`src/rtl/instr_fetch_queue_if.sv`:
```
// instr_fetch_queue_if: instruction-memory req/gnt + in-order rvalid bus
interface instr_fetch_queue_if;
    logic        req;
    logic [31:0] addr;
    logic        gnt;
    logic        rvalid;
    logic [31:0] rdata;
    modport master (output req, addr, input gnt, rvalid, rdata);
    modport slave (input req, addr, output gnt, rvalid, rdata);
endinterface

```
`src/rtl/instr_fetch_queue.sv`:
```
// instr_fetch_queue: PC, imem fetch, prefetch FIFO and IF->ID register; IFQ_PERF_CNT_EN adds perf_fetched/perf_flushed
module instr_fetch_queue #(
    parameter logic [31:0] RESET_PC = 32'h0000_0000,
    parameter int          DEPTH    = 4,
    parameter int          MAX_OUT  = 2
) (
    input  logic                       clk,
    input  logic                       rst,
    input  logic                       pcSrc,
    input  logic [31:0]                branchPC,
    input  logic                       en_pc,
    input  logic                       en_IF,
    instr_fetch_queue_if.master        imem,
    output logic                       id_valid,
    output logic [31:0]                id_pc,
    output logic [31:0]                id_instr
`ifdef IFQ_PERF_CNT_EN
    ,
    output logic [31:0]                perf_fetched,
    output logic [31:0]                perf_flushed
`endif
);
    localparam int FW = $clog2(DEPTH);
    localparam int CW = FW + 1;
    localparam int AW = MAX_OUT > 1 ? $clog2(MAX_OUT) : 1;
    localparam int OW = $clog2(MAX_OUT + 1);
    localparam logic [31:0] NOP = 32'h0000_0013;
    logic [31:0] pc;
    logic [31:0] fifo_pc [DEPTH];
    logic [31:0] fifo_instr [DEPTH];
    logic [FW-1:0] wr_ptr, rd_ptr;
    logic [CW-1:0] count;
    logic [31:0] aq [MAX_OUT];
    logic [AW-1:0] aq_wr, aq_rd;
    logic [OW-1:0] outstanding, drop, out_next;
    logic grant, resp, push, pop;
    // Counting outstanding against FIFO space guarantees every response has a slot.
    always_comb begin
        imem.req = en_pc & ~pcSrc & (32'(count) + 32'(outstanding) < 32'(DEPTH))
                   & (32'(outstanding) < 32'(MAX_OUT));
        imem.addr = pc;
        grant = imem.req & imem.gnt;
        resp = imem.rvalid & (outstanding != '0);
        push = resp & (drop == '0) & ~pcSrc;
        pop = en_IF & (count != '0) & ~pcSrc;
        out_next = outstanding + OW'(grant) - OW'(resp);
    end
    always_ff @(posedge clk) begin
        if (grant) aq[aq_wr] <= pc;
        if (push) begin
            fifo_pc[wr_ptr] <= aq[aq_rd];
            fifo_instr[wr_ptr] <= imem.rdata;
        end
    end
    always_ff @(posedge clk) begin
        if (rst) begin
            pc <= RESET_PC;
            wr_ptr <= '0;
            rd_ptr <= '0;
            count <= '0;
            aq_wr <= '0;
            aq_rd <= '0;
            outstanding <= '0;
            drop <= '0;
            id_valid <= 1'b0;
            id_pc <= '0;
            id_instr <= NOP;
        end else begin
            outstanding <= out_next;
            if (grant) aq_wr <= (aq_wr == AW'(MAX_OUT - 1)) ? '0 : aq_wr + 1'b1;
            if (resp) aq_rd <= (aq_rd == AW'(MAX_OUT - 1)) ? '0 : aq_rd + 1'b1;
            if (pcSrc) pc <= branchPC & ~32'd3;
            else if (grant) pc <= pc + 32'd4;
            // On redirect every request still in flight (after this cycle's response) is stale.
            drop <= pcSrc ? out_next : drop - OW'(resp & (drop != '0));
            if (pcSrc) begin
                wr_ptr <= '0;
                rd_ptr <= '0;
                count <= '0;
            end else begin
                if (push) wr_ptr <= wr_ptr + 1'b1;
                if (pop) rd_ptr <= rd_ptr + 1'b1;
                count <= count + CW'(push) - CW'(pop);
            end
            if (pcSrc || (en_IF && count == '0)) begin
                id_valid <= 1'b0;
                id_instr <= NOP;
            end else if (en_IF) begin
                id_valid <= 1'b1;
                id_pc <= fifo_pc[rd_ptr];
                id_instr <= fifo_instr[rd_ptr];
            end
        end
    end
`ifdef IFQ_PERF_CNT_EN
    always_ff @(posedge clk) begin
        if (rst) begin
            perf_fetched <= '0;
            perf_flushed <= '0;
        end else begin
            perf_fetched <= perf_fetched + 32'(push);
            perf_flushed <= perf_flushed + (pcSrc ? 32'(count) : 32'd0)
                            + 32'(resp & (pcSrc | (drop != '0)));
        end
    end
`endif
    assert property (@(posedge clk) disable iff (rst) count <= CW'(DEPTH));
endmodule

```
`src/flat_wrapper.sv`:
```
// flat-port wrapper written by rule: the top's interface ports become plain ports
module instr_fetch_queue_flat 
#(
    parameter logic [31:0] RESET_PC = 32'h0000_0000,
    parameter int          DEPTH    = 4,
    parameter int          MAX_OUT  = 2
)
  (clk, rst, pcSrc, branchPC, en_pc, en_IF, id_valid, id_pc, id_instr, imem_req, imem_addr, imem_gnt, imem_rvalid, imem_rdata);
  instr_fetch_queue_if imem_i ();
  input  logic clk;
  input  logic rst;
  input  logic pcSrc;
  input  logic [31:0] branchPC;
  input  logic en_pc;
  input  logic en_IF;
  output logic id_valid;
  output logic [31:0] id_pc;
  output logic [31:0] id_instr;
  output wire logic [$bits(imem_i.req)-1:0] imem_req;
  output wire logic [$bits(imem_i.addr)-1:0] imem_addr;
  input wire logic [$bits(imem_i.gnt)-1:0] imem_gnt;
  input wire logic [$bits(imem_i.rvalid)-1:0] imem_rvalid;
  input wire logic [$bits(imem_i.rdata)-1:0] imem_rdata;
  assign imem_req = imem_i.req;
  assign imem_addr = imem_i.addr;
  assign imem_i.gnt = imem_gnt;
  assign imem_i.rvalid = imem_rvalid;
  assign imem_i.rdata = imem_rdata;
  instr_fetch_queue #(.RESET_PC(RESET_PC), .DEPTH(DEPTH), .MAX_OUT(MAX_OUT)) u_core (.clk(clk), .rst(rst), .pcSrc(pcSrc), .branchPC(branchPC), .en_pc(en_pc), .en_IF(en_IF), .imem(imem_i), .id_valid(id_valid), .id_pc(id_pc), .id_instr(id_instr));
endmodule
```
`config.mk`:
```
export PLATFORM = sky130hd
export DESIGN_NAME = instr_fetch_queue_flat
export DESIGN_NICKNAME = d
export VERILOG_FILES = /design/src/rtl/instr_fetch_queue_if.sv /design/src/rtl/instr_fetch_queue.sv /design/src/flat_wrapper.sv
export SDC_FILE = /design/constraint.sdc
export NUM_CORES = 1
export LEC_CHECK = 0
export ABC_AREA = 0
export CAP_MARGIN = 20
export CORE_MARGIN = 2
export CORE_UTILIZATION = 56
export DETAILED_ROUTE_END_ITERATION = 8
export PLACE_DENSITY = 0.79
export RECOVER_POWER = 25
export SLEW_MARGIN = 5
export SYNTH_ARGS = -nofsm -noshare
export SYNTH_HDL_FRONTEND = slang
export SYNTH_SLANG_ARGS = --single-unit
```
`constraint.sdc`:
```
create_clock -name clk -period 4.55 [get_ports clk]
set_clock_uncertainty 0.2 [all_clocks]
set_input_delay 1.365 -clock clk [delete_from_list [all_inputs] [get_ports clk]]
set_output_delay 1.365 -clock clk [all_outputs]
set_load 0.02 [all_outputs]
```
## After elaboration in Yosys (flattened, before gate mapping)

Memory sizes are Yosys's and may differ from the RTL's. A register that Yosys moved wholly into a read port is not among the register bits.
Index checks and enable logic that the tools add are counted.

- Shifts and indexed selects: 0
- Reduce and logical (&&, ||, !) cells: 11
- Bitwise logic cells: 12
- Equality and inequality tests: 0
- Divide/modulo/power cells: 0
- Muxes and demuxes: 11
- Order comparisons: 2
- Multiply operators: 0
- Add/sub/neg operators: 11

Operator list:

| kind | number |
|---|---|
| two-way mux 32 bit | 2 |
| adder 32 x 3 -> 32 bit, second input constant | 1 |
| less-than comparator 32 x 3 -> 1 bit, second input constant | 1 |
| AND 1 bit | 10 |
| two-way mux 1 bit | 8 |
| nonzero test 2 bit | 3 |
| adder 2 x 1 -> 2 bit, second input constant | 2 |
| adder 3 x 2 -> 4 bit | 1 |
| OR reduction 2 bit | 2 |
| adder 3 x 1 -> 3 bit | 1 |
| logical NOT 3 bit | 1 |
| nonzero test 3 bit | 1 |
| subtractor 3 x 1 -> 3 bit | 1 |
| adder 1 bit, second input constant | 2 |
| adder 2 x 1 -> 2 bit | 1 |
| logical NOT 2 bit | 1 |
| less-than comparator 2 bit, second input constant | 1 |
| two-way mux 2 bit | 1 |
| NOT 1 bit | 2 |
| AND reduction 2 bit | 1 |
| subtractor 2 x 1 -> 2 bit | 1 |
| subtractor 2 bit | 1 |
| logical AND 1 bit | 1 |
| logical OR 1 bit | 1 |

- Memories kept: 3
- Bits of input ports: 71
- Logic and storage cells: 60
- Bits in latches: 0
- RAM bits: 320
- Output and inout bits: 98
- Register bits after elaboration: 46
- Bits in read-only memories: 0

Memory list:

| memory | words | width | rd ports | clocked after Yosys merged registers in | write ports | RTL line | source |
|---|---|---|---|---|---|---|---|
| u_core.fifo_instr | 4 | 32 | 1 | 1 | 1 | instr_fetch_queue.sv:30 | `logic [31:0] fifo_instr [DEPTH];` |
| u_core.fifo_pc | 4 | 32 | 1 | 1 | 1 | instr_fetch_queue.sv:29 | `logic [31:0] fifo_pc [DEPTH];` |
| u_core.aq | 2 | 32 | 1 | 1 | 1 | instr_fetch_queue.sv:33 | `logic [31:0] aq [MAX_OUT];` |

## Longest topological paths before layout

Gate-level depths: netlist of the first run.

- Word-level depth: 8
- Depth in mapped cells: 11
- Mapped depth without buffers: 10

## Worst setup path before layout of the first run

No wires, ideal clock.

- Path type: input port to flip-flop
- Start point: in pcSrc
- End point: mem u_core.aq[0][10] (enable)
- Arrival time: 3,538 ps
- Stages: 5
- Path buffers: 2
- Required time: 3,933 ps
- Slack: 395 ps
- Cell sequence: nor4b_4 nand4_2 buf_2 buf_1 nor2_1

- Cells in the longest elaborated chain, start to end: 7

RTL lines:

| item | RTL line | source |
|---|---|---|
| start, declared | flat_wrapper.sv:12 | `input logic pcSrc;` |
| NOT 1 bit | instr_fetch_queue.sv:39 | `imem.req = en_pc & ~pcSrc & (32'(count) + 32'(outstanding) < 32'(DEPTH))` |
| AND 1 bit (2 in series) | instr_fetch_queue.sv:39 |  |
| AND 1 bit | instr_fetch_queue.sv:40 | `& (32'(outstanding) < 32'(MAX_OUT));` |
| AND 1 bit | instr_fetch_queue.sv:42 | `grant = imem.req & imem.gnt;` |
| two-way mux 1 bit | instr_fetch_queue.sv:49 | `if (grant) aq[aq_wr] <= pc;` |
| two-way mux 1 bit (implied by the code) | instr_fetch_queue.sv:49 |  |
| end, declared | instr_fetch_queue.sv:33 |  |

No other way between the ends.

## Worst setup path after layout of the first run

- Start point: in pcSrc
- End point: out imem_req

- Cells in the longest elaborated chain, start to end: 4

RTL lines:

| item | RTL line | source |
|---|---|---|
| NOT 1 bit | instr_fetch_queue.sv:39 |  |
| AND 1 bit (2 in series) | instr_fetch_queue.sv:39 |  |
| AND 1 bit | instr_fetch_queue.sv:40 |  |
| end, declared | flat_wrapper.sv:19 | `output wire logic [$bits(imem_i.req)-1:0] imem_req;` |

No other way between the ends.

==> results.txt, run 1 <==
Status = complete, but fails checks
Failing checks = max-capacitance violations, max-slew violations
Gpl congestion = 0.873
Tightest Pin Transition = 1.84 ns
Initial core utilization = 0.568
TritonCTS Buffers = 42
Crit end category = output port
CP Capture Point = imem_req
Period utilisation layout = 0.982
First-pass GRT wire length = 49200 um
Final hold vios = 0
Top cell type's share of synthesized area = 0.586
Combinational power share = 0.075
CTS Sinks = 415
Die width = 172 um
Site Rows = 61
CTS Root Buffer Type = clkbuf_16
Final setup fails = 0
CP startpoint kind = input pin
Placed inst area = 17900 um2
Post-Syn Instances = 974
CP startpoint = pcSrc
N_diodes = 0
Area leader, netlist = edfxtp_1
Area delta synth->final = 22.3%
Synthesized area = 15800 um2
# H-tree levels = 2
Largest net degree at the start of global routing = 68
GRT Util Overall = 0.218
Kind of critical path = input pin to output port
Yosys Warn Count = 0
Later-pin clock latency in the skew report = 0.53 ns
Layout cells sized above 1 = 0.141
Fin cells = 1570
Sw Ratio = 0.215
Nets = 1241
Placed Cells = 1492
Minimum clock period after layout = 4.47 ns
GR Util met2 = 0.371
Yosys cell types = 53
Most common cell in the netlist = edfxtp_1
Unrepaired setup endpoints after global routing = false
Wire length per cell = 20.3 um
Area of the die = 29500 um2
RR Endpoint = u_core.imem.addr[28]
Die Y = 172 um
Max-slew violation total from the final report = 31
Total Neg Setup Slack = 0 ns
DP HPWL = 19600 um
I/O Pins = 169
Number of synthesized register bits = 415
PostCTS Resize Cnt = 0
R2R depth = 8
Port bufs = 162
Via count = 8977
Max_cap viols = 1
TritonCTS clock tree = built
GR Layer Usage met1 = 0.296
Number of flops mapped to enable cells by yosys = 308
Post-Layout Inst Area = 19300 um2
Switching power = 1.77 mW
Vias/cell = 5.72
PwrDens = 426 nW/um2
Static Leakage = 6.34 nW
Worst Path Max Fanout = 2
Commonest register cell after synthesis = edfxtp_1
Flop2flop setup slack = 1.64 ns
Number of antenna violations at the first check in global routing = 0
Maximum clock path buffer count = 3
CP required = 2.98 ns
Clock share of power = 0.402
Seq pwr share = 0.523
DRC = 0
F_max = 0.224 GHz
Post-route ant nets = 0
WP data arrival = 2.90 ns
Top cells by area, synth = edfxtp_1, dfxtp_1, mux4_2
Peak VDD IR = 0.283 mV
Vias in the first global route = 8981
Postcts setup bufs = 0
Tot Pwr = 8.22 mW
Core area = 27800 um2
Busiest grt layer = met2
Synth Area per Inst = 16.2 um2
HP Class = flip-flop to flip-flop
Reg2reg start = u_core.count[1]
Fraction of registers with async set/reset = 0
Final WL = 31900 um
Internal = 6.46 mW
Met3 GRT Util = 0.0366
Grt total ovfl = 0
Sequential area share after synthesis = 0.722
Slew headroom = -0.224
Top post-synthesis cells by count = edfxtp_1, dfxtp_1, nand2_1
DR pass1 iterations = 5
Iter 0 DRT Violations = 594
Hold-fix buffers at CTS = 0
Worst-path clk slew = 0.06 ns
metal layers:
layer	vias up	wire length (um)
li1	4084	-
met1	4486	13100
met2	354	15900
met3	53	2350
met4	0	576
met5	-	0
logic make-up after synthesis:
family          Yosys count  synth area share
flops                   415             0.722
simple gates            230            0.0712
mux                     122             0.129
compound gates          107            0.0406
buf+inv                  73            0.0194
xor+xnor                 15           0.00833
fa+ha+maj                11           0.00920
other cells               1          0.000238
cell type report:
| type | count | area (um2) |
|---|---|---|
| inverter | 19 | 71.3 |
| clock inverter | 16 | 128 |
| clock buffer | 61 | 1210 |
| multi-input combinational | 489 | 4100 |
| fill | 1854 | 8480 |
| timing repair buffer | 192 | 1920 |
| sequential | 415 | 11400 |
| tap | 378 | 473 |
state kept, by name, summed over array words and instances (netlist names), 3 cells and up, named ones only:
register           flops
u_core.id_instr       32
u_core.imem.addr      30
u_core.aq             60
u_core.fifo_instr    128
u_core.count           3
u_core.id_pc          30
u_core.fifo_pc       120
cell usage in the layout, fill, tap and decap left out, drive strengths merged, types with 47 or more instances in the layout:
cell type,synthesis,routed
edfxtp,308,308
clkdlybuf4s50,0,154
dfxtp,107,107
nand2,86,86
nor2,71,71
clkbuf,31,63
mux4,62,62
a21oi,47,47
worst max-delay path, stage by stage:
cell and delay, ns:
clkdlybuf4s50_1 0.46, nor4b_4 0.29, and3_1 0.19, clkdlybuf4s50_1 0.60
worst min path at each step:
stage	from	end	slack, ns	cells after the start
finish	u_core.id_pc[11]	u_core.id_pc[11]	0.25	2
global route	u_core.id_pc[11]	u_core.id_pc[11]	0.27	2
CTS	u_core.id_pc[11]	u_core.id_pc[11]	0.26	2
detailed placement	u_core.id_pc[11]	u_core.id_pc[11]	0.25	2
global placement	u_core.id_pc[4]	u_core.id_pc[4]	0.24	2
floorplan	u_core.aq_rd	flip-flop	0.27	2
power by group through the flow:
stage               clock network (mW)  registers (mW)  logic [mW]
finish                            3.30            4.30       0.620
global route                      3.50            4.31       0.675
global placement                     0            4.37       0.618
floorplan                            0            4.39       0.364
detailed placement                   0            4.38       0.639
CTS                               3.37            4.30       0.645
through the flow:
step	worst slack (ns)	utilization	hold WS, ns
finish	0.0833	0.695	0.251
global placement	0.0834	0.646	0.243
CTS	0.0817	0.694	0.255
detailed placement	0.0863	0.646	0.247
global route	0.0277	0.695	0.268
floorplan	0.395	-	0.272
No activity file was read; power rests on OpenSTA's default activity.
==> run 2, diff against run 1 <==
--- a/config.mk
+++ b/config.mk
@@ -12,6 +12,7 @@
 export DETAILED_ROUTE_END_ITERATION = 8
 export PLACE_DENSITY = 0.79
 export RECOVER_POWER = 25
+export SKIP_CTS_REPAIR_TIMING = 1
 export SLEW_MARGIN = 5
 export SYNTH_ARGS = -nofsm -noshare
 export SYNTH_HDL_FRONTEND = slang
==> results of run 2 <==
No change in the layout: final DEF, timing and power equal those of run 1.
